<file path="src/rtl/pc_pkg.sv">
// Shared types and constants for the fetch program-counter generator.
// Latency: n/a (declarations only).
// Backpressure: n/a.
package pc_pkg;

    typedef enum logic [1:0] {
        ST_BOOT = 2'd0,
        ST_RUN  = 2'd1,
        ST_HALT = 2'd2
    } pc_state_e;

    // Number of always-zero PC bits for a given instruction alignment (2 or 4 bytes).
    function automatic int align_lsb(input int ialign);
        return (ialign == 2) ? 1 : 2;
    endfunction

    localparam int DEF_IALIGN = 4;
    localparam int IALIGN_LSB = align_lsb(DEF_IALIGN);

endpackage

</file>
<file path="src/rtl/pc_ras.sv">
// Return-address stack: circular buffer, push overwrites the oldest entry when full.
// Latency: push/pop/flush take effect at the next edge; top/empty are registered state.
// Backpressure: none; a pop on an empty stack is ignored.
//
// Ports: clk, rst_ (async active-low), flush (drop all entries), push/push_addr,
//        pop, top (current top entry), empty (no entries held).
module pc_ras #(
    parameter int XLEN  = 32,
    parameter int DEPTH = 4
) (
    input  logic            clk,
    input  logic            rst_,
    input  logic            flush,
    input  logic            push,
    input  logic [XLEN-1:0] push_addr,
    input  logic            pop,
    output logic [XLEN-1:0] top,
    output logic            empty
);
    localparam int PW = $clog2(DEPTH);
    localparam int CW = PW + 1;

    logic [XLEN-1:0] ent_q [DEPTH];
    logic [XLEN-1:0] ent_d [DEPTH];
    logic [PW-1:0]   top_ptr_q, top_ptr_d, ptr_inc;
    logic [CW-1:0]   count_q, count_d;
    logic            do_pop;

    assign do_pop  = pop && (count_q != '0);
    assign ptr_inc = top_ptr_q + 1'b1;

    always_comb begin
        ent_d     = ent_q;
        top_ptr_d = top_ptr_q;
        count_d   = count_q;
        if (flush) begin
            top_ptr_d = '0;
            count_d   = '0;
        end else if (do_pop && push) begin
            // Pop consumes the old top, the pushed address takes its slot.
            ent_d[top_ptr_q] = push_addr;
        end else if (push) begin
            // Pointer wraps onto the oldest slot once full; count saturates.
            top_ptr_d      = ptr_inc;
            ent_d[ptr_inc] = push_addr;
            if (count_q != CW'(DEPTH)) begin
                count_d = count_q + 1'b1;
            end
        end else if (do_pop) begin
            top_ptr_d = top_ptr_q - 1'b1;
            count_d   = count_q - 1'b1;
        end
    end

    always_ff @(posedge clk or negedge rst_) begin
        if (!rst_) begin
            for (int i = 0; i < DEPTH; i++) begin
                ent_q[i] <= '0;
            end
            top_ptr_q <= '0;
            count_q   <= '0;
        end else begin
            ent_q     <= ent_d;
            top_ptr_q <= top_ptr_d;
            count_q   <= count_d;
        end
    end

    assign top   = ent_q[top_ptr_q];
    assign empty = (count_q == '0);

endmodule

</file>
<file path="src/rtl/pc_gen.sv">
// Fetch PC generator: BOOT/RUN/HALT FSM, trap > branch > RAS > sequential next-PC mux.
// Latency: a redirect sampled this cycle shows on fetch_pc the next cycle.
// Backpressure: fetch_pc holds while fetch_valid && !fetch_ready, unless redirected.
//
// Ports: clk, rst_ (async active-low); fetch_valid/fetch_ready/fetch_pc request to imem;
//        trap_valid/trap_pc, br_valid/br_pc redirects; ras_push/ras_push_addr/ras_pop
//        call/return hints; halt_req/resume/halted control; misalign_err one-cycle pulse.
module pc_gen
    import pc_pkg::*;
#(
    parameter int              XLEN         = 32,
    parameter logic [XLEN-1:0] RESET_VECTOR = '0,
    parameter int              IALIGN       = 4,
    parameter int              RAS_DEPTH    = 4
) (
    input  logic            clk,
    input  logic            rst_,
    output logic            fetch_valid,
    input  logic            fetch_ready,
    output logic [XLEN-1:0] fetch_pc,
    input  logic            trap_valid,
    input  logic [XLEN-1:0] trap_pc,
    input  logic            br_valid,
    input  logic [XLEN-1:0] br_pc,
    input  logic            ras_push,
    input  logic [XLEN-1:0] ras_push_addr,
    input  logic            ras_pop,
    input  logic            halt_req,
    input  logic            resume,
    output logic            halted,
    output logic            misalign_err
);
    localparam logic [XLEN-1:0] ALIGN_MASK = XLEN'(IALIGN - 1);

    pc_state_e       state_q, state_d;
    logic [XLEN-1:0] pc_q, pc_d;
    logic            fetch_valid_q, fetch_valid_d;
    logic            halted_q, halted_d;
    logic            misalign_err_q, misalign_err_d;

    logic            accepted;
    logic            ras_push_en, ras_pop_en, ras_empty;
    logic [XLEN-1:0] ras_top;

    assign accepted = fetch_valid_q && fetch_ready;

    // A trap freezes the stack (flush only); a branch outranks a return, so the
    // pop is withheld then, while a push alongside a branch still lands.
    assign ras_push_en = ras_push && !trap_valid;
    assign ras_pop_en  = ras_pop && !trap_valid && !br_valid;

    pc_ras #(
        .XLEN  (XLEN),
        .DEPTH (RAS_DEPTH)
    ) u_ras (
        .clk       (clk),
        .rst_      (rst_),
        .flush     (trap_valid),
        .push      (ras_push_en),
        .push_addr (ras_push_addr),
        .pop       (ras_pop_en),
        .top       (ras_top),
        .empty     (ras_empty)
    );

    always_comb begin
        pc_d           = pc_q;
        misalign_err_d = 1'b0;
        if (trap_valid) begin
            pc_d = trap_pc & ~ALIGN_MASK;
        end else if (br_valid) begin
            if ((br_pc & ALIGN_MASK) == '0) begin
                pc_d = br_pc;
            end else begin
                misalign_err_d = 1'b1;
            end
        end else if (ras_pop_en && !ras_empty) begin
            pc_d = ras_top;
        end else if (accepted) begin
            pc_d = pc_q + XLEN'(IALIGN);
        end
    end

    always_comb begin
        state_d = state_q;
        case (state_q)
            ST_BOOT: state_d = ST_RUN;
            // Only leave RUN once nothing is left hanging on the fetch interface.
            ST_RUN:  if (halt_req && (!fetch_valid_q || fetch_ready)) state_d = ST_HALT;
            ST_HALT: if (resume) state_d = ST_RUN;
            default: state_d = ST_BOOT;
        endcase
        fetch_valid_d = (state_d == ST_RUN);
        halted_d      = (state_d == ST_HALT);
    end

    always_ff @(posedge clk or negedge rst_) begin
        if (!rst_) begin
            state_q        <= ST_BOOT;
            pc_q           <= RESET_VECTOR;
            fetch_valid_q  <= 1'b0;
            halted_q       <= 1'b0;
            misalign_err_q <= 1'b0;
        end else begin
            state_q        <= state_d;
            pc_q           <= pc_d;
            fetch_valid_q  <= fetch_valid_d;
            halted_q       <= halted_d;
            misalign_err_q <= misalign_err_d;
        end
    end

    assign fetch_valid  = fetch_valid_q;
    assign fetch_pc     = pc_q;
    assign halted       = halted_q;
    assign misalign_err = misalign_err_q;

endmodule
</file>
<file path="config.mk">
export PLATFORM = sky130hd
export DESIGN_NAME = pc_gen
export DESIGN_NICKNAME = d
export VERILOG_FILES = /design/src/rtl/pc_pkg.sv /design/src/rtl/pc_ras.sv /design/src/rtl/pc_gen.sv
export SDC_FILE = /design/constraint.sdc
export NUM_CORES = 1
export LEC_CHECK = 0
export CORE_MARGIN = 4
export CORE_UTILIZATION = 54
export CTS_CLUSTER_SIZE = 14
export DETAILED_ROUTE_END_ITERATION = 8
export PLACE_DENSITY = 0.82
export SLEW_MARGIN = 15
export SYNTH_ARGS = -nofsm -noshare
export SYNTH_HDL_FRONTEND = slang
export SYNTH_SLANG_ARGS = --single-unit
export TNS_END_PERCENT = 50
</file>
<file path="constraint.sdc">
create_clock -name clk -period 2.6 [get_ports clk]
set_clock_uncertainty 0.15 [all_clocks]
set_input_delay 0.39 -clock clk [delete_from_list [all_inputs] [get_ports clk]]
set_output_delay 0.39 -clock clk [all_outputs]
set_load 0.02 [all_outputs]
</file>
# --- Yosys cells after proc, flatten, opt, wreduce, memory -nomap -nowiden ---
# Index checks and enable logic that the tools add are counted.
# W data, S select, Z words.
classes:
  bitwise_logic: 3
  order_cmp: 4
  eq_ne: 8
  mux: 31
  addsub: 5
  n_reduce_logical: 26
ops:
  columns: ["operator", "count"]
  rows:
  - ["$mux W32", 9]
  - ["$bwmux W128", 2]
  - ["$mux W128", 2]
  - ["$demux W32 S2", 2]
  - ["$bmux W32 S2", 1]
  - ["$add A32 B3 Y32 const B", 1]
  - ["$logic_not A32 Y1", 1]
  - ["$mux W3", 5]
  - ["$mux W2", 6]
  - ["$logic_and A1 B1 Y1", 10]
  - ["$ge A3 B3 Y1 const B", 2]
  - ["$lt A3 B1 Y1 const B", 2]
  - ["$ne A3 B3 Y1 const B", 2]
  - ["$not A2 Y3", 2]
  - ["$pmux W2 S3", 1]
  - ["$reduce_and A2 Y1", 3]
  - ["$reduce_bool A3 Y1", 2]
  - ["$eq A2 B1 Y1 const B", 2]
  - ["$eq A2 B2 Y1 const B", 2]
  - ["$logic_not A1 Y1", 4]
  - ["$reduce_bool A4 Y1", 1]
  - ["$add A3 B1 Y3 const B", 1]
  - ["$logic_not A3 Y1", 1]
  - ["$mux W1", 3]
  - ["10 further kinds", 10]
totals:
  word_cells: 88
  register_bits: 170
  inputBits: 105
  output_inout_bits: 35

# --- Longest topological paths before layout ---
logic_depth:
  word_depth: 9
  ltp_mapped: 9

# --- Cells and area by module ---
# A second synthesis with hierarchy kept.
hier_totals:
  cells_unflattened: 753
  area_unflattened_um2: 9228.9
by_module_without_submodules:
  columns: ["module", "cells_per_inst", "seq_area_each_um2", "area_each_um2", "n_inst"]
  rows:
  - ["pc_ras", 369, 3328.2, 6306.0, 1]
  - ["pc_gen", 384, 925.9, 2922.8, 1]

# --- Least setup slack after synthesis ---
# Ideal clock, no wire load.
synth_path:
  kind: "register to register"
  start: "register u_ras.top_ptr_q[1]"
  end: "register u_ras.ent_q[34] (netlist bit)"
  synth_period_minus_slack_ns: 2.289
  setup_time_ns: 0.125
  stages_incl_launch_ff: 9
  setup_slack_ns: 0.311
  t_required_ns: 2.325
  t_arrival_ns: 2.014
  cell_sequence: "dfrtp_1 > clkbuf_1 > buf_1 > inv_1 > ha_1 > nand2_1 > a21oi_1 > buf_2 > mux2_2"
synth_via:
  elab_chain_len: 9
  word_cells_on_any_way: 17
synth_lines:
  columns: ["element", "line", "text"]
  rows:
  - ["start, declared", "pc_ras.sv:25", "logic [PW-1:0] top_ptr_q, top_ptr_d, ptr_inc;"]
  - ["start signal, assigned", "pc_ras.sv:64", "top_ptr_q <= top_ptr_d;"]
  - ["$add A2 B1 Y2", "pc_ras.sv:30", "assign ptr_inc = top_ptr_q + 1'b1;"]
  - ["$not A2 Y3 (not written as such)", "pc_ras.sv:45", "ent_d[ptr_inc] = push_addr;"]
  - ["$ge A3 B3 Y1 (not written as such) or $lt A3 B1 Y1 (tied branches)", "pc_ras.sv:45", null]
  - ["$logic_and A1 B1 Y1 (not written as such)", "pc_ras.sv:45", null]
  - ["$mux W32 (not written as such)", "pc_ras.sv:45", null]
  - ["$demux W32 S2", "pc_ras.sv:45", null]
  - ["$bwmux W128", "pc_ras.sv:45", null]
  - ["$mux W128", "pc_ras.sv:42", "end else if (push) begin"]
  - ["$mux W128 (*)", "pc_ras.sv:39", "end else if (do_pop && push) begin"]
  - ["end signal, assigned", "pc_ras.sv:63", "ent_q <= ent_d;"]
  - ["end, declared", "pc_ras.sv:23", "logic [XLEN-1:0] ent_q [DEPTH];"]
# Mark *: on every way between the ends. The rest lies on a longest branch, timed or not. The select of a mux whose other input is x is not followed.
# A chain may end at the register's enable or synchronous reset.

# --- Worst setup path after layout ---
layout_path:
  start: "register u_ras.top_ptr_q[0]"
  end: "register pc_q[21], in the netlist fetch_pc[21]"
layout_via:
  elab_chain_len: 7
layout_lines:
  columns: ["element", "line", "text"]
  rows:
  - ["$not A2 Y3 (not written as such)", "pc_ras.sv:69", "assign top = ent_q[top_ptr_q];"]
  - ["$bmux W32 S2", "pc_ras.sv:69", null]
  - ["$mux W32 (not written as such) (2 in a row)", "pc_ras.sv:69", null]
  - ["$mux W32", "pc_gen.sv:77", "end else if (ras_pop_en && !ras_empty) begin"]
  - ["$mux W32", "pc_gen.sv:71", "end else if (br_valid) begin"]
  - ["$mux W32", "pc_gen.sv:69", "if (trap_valid) begin"]
  - ["end signal, assigned", "pc_gen.sv:106", "pc_q <= pc_d;"]
  - ["end, declared", "pc_gen.sv:36", "logic [XLEN-1:0] pc_q, pc_d;"]
# No other way between the ends. The select of a mux whose other input is x is not followed.

==> impl_metrics.json <==
{
  "nets": 1006,
  "cts.sinks": 170,
  "drtIter0Drc": 730,
  "max_slew_margin_pct": 66.8,
  "synth_compound_area_share_pct": 12.4,
  "synth_top_area_share_pct": 48.0,
  "worst_slew_pin_slew_ps": 498,
  "via_per_inst": 6.23,
  "period_minus_slack_ps": 2410,
  "yosysSeqAreaShare_pct": 48.0,
  "die_y_um": 136,
  "final_cell_area_um2": 11400,
  "worstPathMaxFanout": 11,
  "place.gp.congestion": 0.948,
  "synth.distinct_cells": 61,
  "synth_cells": 725,
  "dpl_cell_area_um2": 10900,
  "antenna_found_initial": 1,
  "cts_resized": 0,
  "dp_slack_ps": -85.5,
  "n_antenna_cell": 0,
  "finalWirelength_mm": 25.1,
  "setup_violations": 0,
  "critPathArrivalTime_ps": 2570,
  "r2r_start": "u_ras.top_ptr_q[0]$_DFFE_PN0P_",
  "area_growth_pct": 28.7,
  "fmax_mhz": 416,
  "period_share_pct": 92.5,
  "synth_xor_area_share_pct": 0.988,
  "core.rowCount": 46,
  "drt_pass1_iterations": 5,
  "yosys.area.top_type": "dfrtp_1",
  "grt_pass1_vias": 7264,
  "fill_cells": 1113,
  "dpl.hpwl_mm": 18.2,
  "synth.area.top_cells": "dfrtp_1 48%, mux2_2 16%, mux4_2 8.1%",
  "syn_area_um2": 8860,
  "yosys_warnings": 0,
  "ir_drop_v": 0.000559,
  "holdWs_ps": 283,
  "synthSimpleGateAreaFrac_pct": 8.60,
  "powerDensity_nw_per_um2": 883,
  "path_cells": "buf_4 -> mux4_2 -> a221oi_1 -> o31ai_1 -> a22o_1",
  "drc_errors": 0,
  "clock_path_buffers": 2,
  "pin_count": 140,
  "critPathCaptureType": "flip-flop",
  "hold_viol_final": 0,
  "cts_tree": "done",
  "muxShareOfSynthArea_pct": 25.2,
  "layout_common_cells": "169 x dfrtp_1, 136 x clkdlybuf4s50_1, 125 x mux2_2, 55 x buf_4, 35 x nand2_1",
  "cts_buffers": 17,
  "synth_top_family_by_area": "multiplexers",
  "async_flop_share_pct": 100,
  "drtAntennaViolNets": 0,
  "synth_flop_cell": "dfrtp_1",
  "grt-ovfl-total": 0,
  "worst_slack_ps": 194,
  "die-area_um2": 18500,
  "reg2reg_slack_ps": 190,
  "path_buf_inv": 1,
  "htree_levels": 4,
  "start_util_pct": 55.4,
  "grt_max_degree": 50,
  "drv_slew": 0,
  "die_w_um": 136,
  "outcome": "completed",
  "hold_buffers": 1,
  "cp_top_family": "compound AO/OA/AOI/OAI gates",
  "cap_viol_max_count": 0,
  "grt_pass1_wl_mm": 40.0,
  "synth_enable_flop_cells": 0,
  "drive_above_1_share_pct": 29.0,
  "grt_usage_pct": 28.0,
  "synth_fp_nets": 838,
  "vias": 6972,
  "wl_per_cell_um": 22.4,
  "clkLatencyLatePin_ps": 430,
  "critical_path_required_ps": 2770,
  "r2r-end": "fetch_pc[21]$_DFFE_PN0P_",
  "synthAdderAreaFrac_pct": 1.21,
  "critPathSlowestCell": "dfrtp_2",
  "ys_ff_latch": 170,
  "p_leak_nw": 4.67,
  "port_buffers": 137,
  "synth.avg_cell_area_um2": 12.2,
  "cts-root-buf": "clkbuf_16",
  "ff2ff_path_depth": 5,
  "rsz0062_at_grt": "no",
  "cts_setup_buffers": 0,
  "max_stage_delay_ps": 580,
  "cts.clk_slew.worst_paths_ps": 70,
  "worstSetupPathType": "reg -> reg",
  "min_path_type": "in -> async",
  "core-area_um2": 16000,
  "layout.cells.most_common": "dfrtp_1",
  "critPathLaunchType": "flip-flop"
}
worst max path at each step:
stage                                         from                           end  depth (start not counted)
detailed placement                        br_valid      fetch_pc[16]$_DFFE_PN0P_                         10
CTS                 u_ras.top_ptr_q[0]$_DFFE_PN0P_      fetch_pc[21]$_DFFE_PN0P_                          5
finish              u_ras.top_ptr_q[0]$_DFFE_PN0P_      fetch_pc[21]$_DFFE_PN0P_                          5
floorplan           u_ras.top_ptr_q[1]$_DFFE_PN0P_   u_ras.ent_q[34]$_DFFE_PN0P_                          8
global route        u_ras.top_ptr_q[0]$_DFFE_PN0P_      fetch_pc[26]$_DFFE_PN0P_                          6
global placement                        trap_valid  u_ras.ent_q[117]$_DFFE_PN0P_                          8
cell type report:
class                      instances  area [um^2]  share of cell area [%]
tap                              216          270                    2.37
clock inverter                     9         92.6                   0.811
inverter                          18         67.6                   0.592
sequential                       170         4260                    37.3
timing repair buffer             202         1980                    17.3
multi-input combinational        484         4300                    37.7
clock buffer                      20          447                    3.91
routing by layer:
metal	vias up	wire, um	share of wire [%]	global-route usage, %
li1	3092	-	-	-
met1	3552	10800	43	39.3
met2	294	12400	49	45.9
met3	34	1530	6.1	4.07
met4	0	468	1.9	8.34
met5	-	0	0	0
cell families after synthesis:
logic type | count (synthesis)
xor+xnor | 10
mux | 167
flops | 170
buf+inv | 71
simple gates | 149
compound gates | 150
fa+ha+maj | 8
through the flow:
step,power [W],instances,TNS [ps],utilization [%]
5_1_grt,0.0106,1119,0,71.3
2_1_floorplan,0.00629,725,0,-
3_5_place_dp,0.00768,1089,-4620,67.9
6_report,0.0101,1119,0,71.3
3_3_place_gp,0.00741,1089,-2550,67.9
4_1_cts,0.0101,1119,0,71.3
cell usage after synthesis (8+ instances only):
cell type  count
dfrtp_1      170
mux2_2       125
nand2_1       35
mux4_2        32
nor2_1        32
clkbuf_1      24
o21ai_0       23
a21oi_1       17
buf_2         17
inv_1         17
nand3_1       15
o31ai_1       14
nand4_1       13
a22o_1        10
a22oi_1       10
nor3_1        10
o22ai_1       10
a221oi_1       9
and4_1         9
buf_4          9
nand2b_1       8
worst reg2reg max path, stage by stage (launching register included):
cell	delay, ps
dfrtp_2	580
buf_4	230
mux4_2	500
a221oi_1	490
o31ai_1	150
a22o_1	210
registers in the layout (all words and copies together) (netlist names):
name and count:
u_ras.top_ptr_q 2, u_ras.ent_q 128, halted 1, state_q 2
fetch_valid 1, fetch_pc 32, u_ras.count_q 3, misalign_err 1
power breakdown:
group / switching [W] / total (W) / internal (W)
clock network: 0.00105 / 0.00239 / 0.00134
logic: 0.00142 / 0.00332 / 0.00190
registers: 0.000679 / 0.00436 / 0.00369
total: 0.00315 / 0.0101 / 0.00692
(Power assumes the default switching activity.)
